`src/rtl/debounce_moore.sv`:
```
// Debounce conditioner: optional two-flop synchronizer (DEBOUNCE_SYNC_EN) feeding a
// four-state Moore FSM that accepts a new level after STABLE_CYCLES identical samples.
module debounce_moore #(
    parameter int STABLE_CYCLES = 4,
    parameter int CNT_W         = $clog2(STABLE_CYCLES)
) (
    input  logic in_clk,
    input  logic in_rst,
    input  logic in_i,
    output logic o_q,
    output logic o_busy
);

    typedef enum logic [1:0] {
        IDLE_LO = 2'b00,
        WAIT_HI = 2'b01,
        IDLE_HI = 2'b10,
        WAIT_LO = 2'b11
    } state_t;

    localparam logic [CNT_W-1:0] CNT_LAST = CNT_W'(STABLE_CYCLES - 1);
    localparam logic [CNT_W-1:0] CNT_ONE  = CNT_W'(1);

    state_t           state_reg, state_next;
    logic [CNT_W-1:0] cnt_reg, cnt_next;
    logic             s;

`ifdef DEBOUNCE_SYNC_EN
    logic sync1_reg, sync2_reg;

    always_ff @(posedge in_clk) begin
        if (in_rst) begin
            sync1_reg <= 1'b0;
            sync2_reg <= 1'b0;
        end else begin
            sync1_reg <= in_i;
            sync2_reg <= sync1_reg;
        end
    end

    assign s = sync2_reg;
`else
    assign s = in_i;
`endif

    always_ff @(posedge in_clk) begin
        if (in_rst) begin
            state_reg <= IDLE_LO;
            cnt_reg   <= '0;
        end else begin
            state_reg <= state_next;
            cnt_reg   <= cnt_next;
        end
    end

    // The IDLE sample counts as the first of the STABLE_CYCLES, hence cnt starts at 1.
    always_comb begin
        state_next = state_reg;
        cnt_next   = cnt_reg;
        case (state_reg)
            IDLE_LO: begin
                if (s) begin
                    state_next = WAIT_HI;
                    cnt_next   = CNT_ONE;
                end else begin
                    cnt_next   = '0;
                end
            end
            WAIT_HI: begin
                if (!s) begin
                    state_next = IDLE_LO;
                    cnt_next   = '0;
                end else if (cnt_reg == CNT_LAST) begin
                    state_next = IDLE_HI;
                    cnt_next   = '0;
                end else begin
                    cnt_next   = cnt_reg + CNT_ONE;
                end
            end
            IDLE_HI: begin
                if (!s) begin
                    state_next = WAIT_LO;
                    cnt_next   = CNT_ONE;
                end else begin
                    cnt_next   = '0;
                end
            end
            WAIT_LO: begin
                if (s) begin
                    state_next = IDLE_HI;
                    cnt_next   = '0;
                end else if (cnt_reg == CNT_LAST) begin
                    state_next = IDLE_LO;
                    cnt_next   = '0;
                end else begin
                    cnt_next   = cnt_reg + CNT_ONE;
                end
            end
            default: begin
                state_next = IDLE_LO;
                cnt_next   = '0;
            end
        endcase
    end

    always_comb begin
        o_q    = (state_reg == IDLE_HI) || (state_reg == WAIT_LO);
        o_busy = (state_reg == WAIT_HI) || (state_reg == WAIT_LO);
    end

endmodule

```
`config.mk`:
```
export PLATFORM = sky130hd
export DESIGN_NAME = debounce_moore
export DESIGN_NICKNAME = d
export VERILOG_FILES = /design/src/rtl/debounce_moore.sv
export SDC_FILE = /design/constraint.sdc
export NUM_CORES = 1
export LEC_CHECK = 0
export ABC_CLOCK_PERIOD_IN_PS = 1540
export BUFFER_PORTS_ARGS = -buffer_cell sky130_fd_sc_hd__buf_2
export CORE_AREA = 2 2 39 41
export CTS_CLUSTER_DIAMETER = 50
export DETAILED_ROUTE_END_ITERATION = 10
export DIE_AREA = 0 0 41 43
export GPL_ROUTABILITY_DRIVEN = 0
export SLEW_MARGIN = 20
export SYNTH_ARGS = -nofsm -noshare
export SYNTH_HDL_FRONTEND = slang
export SYNTH_SLANG_ARGS = --single-unit
```
`constraint.sdc`:
```
create_clock -name in_clk -period 1.54 [get_ports in_clk]
set_clock_uncertainty 0.1 [all_clocks]
set_input_delay 0.077 -clock in_clk [delete_from_list [all_inputs] [get_ports in_clk]]
set_output_delay 0.077 -clock in_clk [all_outputs]
set_load 0.1 [all_outputs]
```
==> impl_metrics.py <==
metrics = {
    "place": {
        "dp_hpwl_um": 219,
        "portBuffers": 4,
        "dp_slack_ns": 0.496,
        "placed_area_um2": 190,
        "placed_cells": 34,
    },
    "grt": {
        "grt_max_degree": 7,
        "antenna_found_initial": 0,
        "grt_pass1_vias": 130,
        "grt_first_pass_wirelength_um": 414,
        "grt-ovfl-total": 0,
        "grt_use_total": 0.0380,
    },
    "clocking": {
        "clock_latency_ns": 0.23,
        "clk_pin_slew_ns": 0.04,
        "htreeDepth": 1,
        "cts_buffers": 3,
        "cts-root-buf": "clkbuf_4",
        "cts_sinks": 4,
        "cts_tree": "yes",
        "cts.path.max_buffers": 2,
    },
    "routing": {
        "vias": 129,
        "drt_iter0_markers": 0,
        "firstDrtPassIters": 1,
        "drtAntennaViolNets": 0,
        "route.detailed.drc": 0,
        "via_per_inst": 3.39,
        "wl_per_cell_um": 7.61,
        "wl_um": 289,
    },
    "sta": {
        "fin_setup_tns_ns": 0,
        "hold_ws_ns": 0.0228,
        "hold_viol_final": 0,
        "relSlewSlack": 0.680,
        "layout_worst_path_cycle_share": 0.827,
        "setup_violations": 0,
        "fmax_mhz": 785,
        "rsz0062_at_grt": "false",
        "setup_ws_ns": 0.266,
        "layout_min_cycle_time_ns": 1.27,
        "worst_pin_slew_ns": 0.483,
        "finalMaxSlewViolations": 0,
    },
    "critical_path": {
        "r2r_start": "cnt_reg[0]$_SDFF_PP0_",
        "path_delay_family": "buffers and inverters",
        "critPathMaxFanout": 6,
        "cp.arrival_ns": 1.10,
        "slowest_delay_ns": 0.46,
        "cp-start-kind": "flop",
        "rr_worst_depth": 3,
        "critPathSlowestCell": "buf_2",
        "critPathCaptureType": "primary output",
        "cp_num_buf_inv": 1,
        "cp_cell_sequence": "buf_2",
        "crit_type": "reg -> out",
        "r2r_setup_slack_ns": 0.47,
        "cp.required_ns": 1.36,
    },
    "logic_synthesis": {
        "synth_compound_area_frac": 0.190,
        "synthXorXnorAreaFrac": 0.0556,
        "syn_avg_cell_area_um2": 9.85,
        "synth_top_flop_cell": "dfxtp_1",
        "syn-num-nets": 20,
        "synth_top_family_by_area": "compound AO/OA/AOI/OAI gates",
        "ys_warn_count": 0,
        "yosysMostFrequentCell": "dfxtp_1",
        "seq_area_frac_synth": 0.508,
        "netlist.area_leader.share": 0.508,
        "yosys.area_share.simple": 0.119,
        "synthArstFlopShare": 0,
        "ys_ff_latch": 4,
        "yosysUniqueCellTypes": 11,
        "synth-edff-count": 0,
        "synthTopCellsByCount": "dfxtp_1 (4), clkbuf_1 (2), nor3_1 (2)",
        "synth-adder-area-share": 0.0794,
        "yosys.area.top_type": "dfxtp_1",
        "yosys-top-cells-area": "dfxtp_1 (51%), ha_1 (7.9%), a21bo_2 (6.3%)",
        "synth_cells": 16,
        "syn_area_um2": 158,
        "synth.area.mux_share": 0,
    },
    "run": {
        "maxCapViolCount": 0,
    },
    "die": {
        "pin_count": 5,
        "rows": 14,
        "die_h_um": 43,
        "die_w_um": 41,
        "dieArea_um2": 1760,
        "core_area_um2": 1380,
        "start_util": 0.114,
    },
    "outcome": {
        "status": "complete, no violations",
    },
    "layout": {
        "seq_area_um2": 80.1,
        "drive_above_1_share": 0.364,
        "fillers": 153,
        "fin_cells": 38,
        "num_antenna_cells": 0,
        "final_area_um2": 223,
        "nets": 28,
        "multi_input_area_um2": 70.1,
        "area_growth_pct": 41.3,
    },
    "power": {
        "vdd_drop_max_mv": 0.227,
        "leakagePower_nw": 0.0922,
        "p_per_area_nw_per_um2": 1180,
    },
    "min_path": {
        "whs_path_depth": 3,
        "min_path_type": "in -> reg",
        "hp-start": "in_i",
    },
}
## repair_timing
| action | 4_1_cts | 5_1_grt |
|---|---|---|
| setup buffers | 0 | 0 |
| resized for setup | 0 | 0 |
| hold buffers | 1 | 0 |
| hold endpoints to repair | 4 | 0 |
## layout make-up
class / instances / share of cell area
clock buffer: 3 / 0.101
multi-input combinational: 10 / 0.315
sequential: 4 / 0.360
tap: 16 / 0.0899
timing repair buffer: 5 / 0.135
## worst max-delay path by stage
stage,start,endpoint,slack (ns),cells past startpoint
after floorplan,state_reg[0]$_SDFFE_PP0P_,o_busy,0.13,1
after global placement,cnt_reg[0]$_SDFF_PP0_,flop,0.50,3
after detailed placement,cnt_reg[0]$_SDFF_PP0_,flop,0.50,3
after CTS,state_reg[0]$_SDFFE_PP0P_,o_busy,0.26,1
after global routing,state_reg[0]$_SDFFE_PP0P_,o_busy,0.23,1
final,state_reg[0]$_SDFFE_PP0P_,o_busy,0.27,1
## cells by family after synthesis
logic type	Yosys count
AO/OA/AOI/OAI	4
AND/OR/NAND/NOR	4
flip-flops	4
buffers and inverters	2
XOR/XNOR	1
adder cells (fa/ha/maj)	1
## power breakdown
part	leakage, nW	switching [mW]	internal [mW]	total (mW)
combinational	0.0456	0.0164	0.00760	0.0240
sequential	0.0328	0.00312	0.107	0.111
clock	0.0138	0.0410	0.0871	0.128
total	0.0922	0.0605	0.202	0.263
## layer usage
layer  GRT usage  vias to the layer above  wire, µm
li1            -                       68         -
met1      0.0255                       58       124
met2      0.0656                        3       155
met3           0                        0         9
met4      0.0600                        0         0
met5           0                        -         0
## cell usage in the layout (no fill, tap or decap)
cell and n:
a211oi_1 1, a21oi_1 1, o21a_1 1, nand2_1 1
dlygate4sd3_1 1, buf_2 4, ha_1 1, clkbuf_4 3
a21bo_2 1, nand3_1 1, nor3_1 2, xnor2_1 1
dfxtp_1 4
## metrics by stage
stage               power [mW]   util
floorplan                0.128      -
global placement         0.134  0.137
detailed placement       0.134  0.137
CTS                      0.271  0.161
global route             0.278  0.161
finish                   0.263  0.161
(Power assumes the default switching activity.)
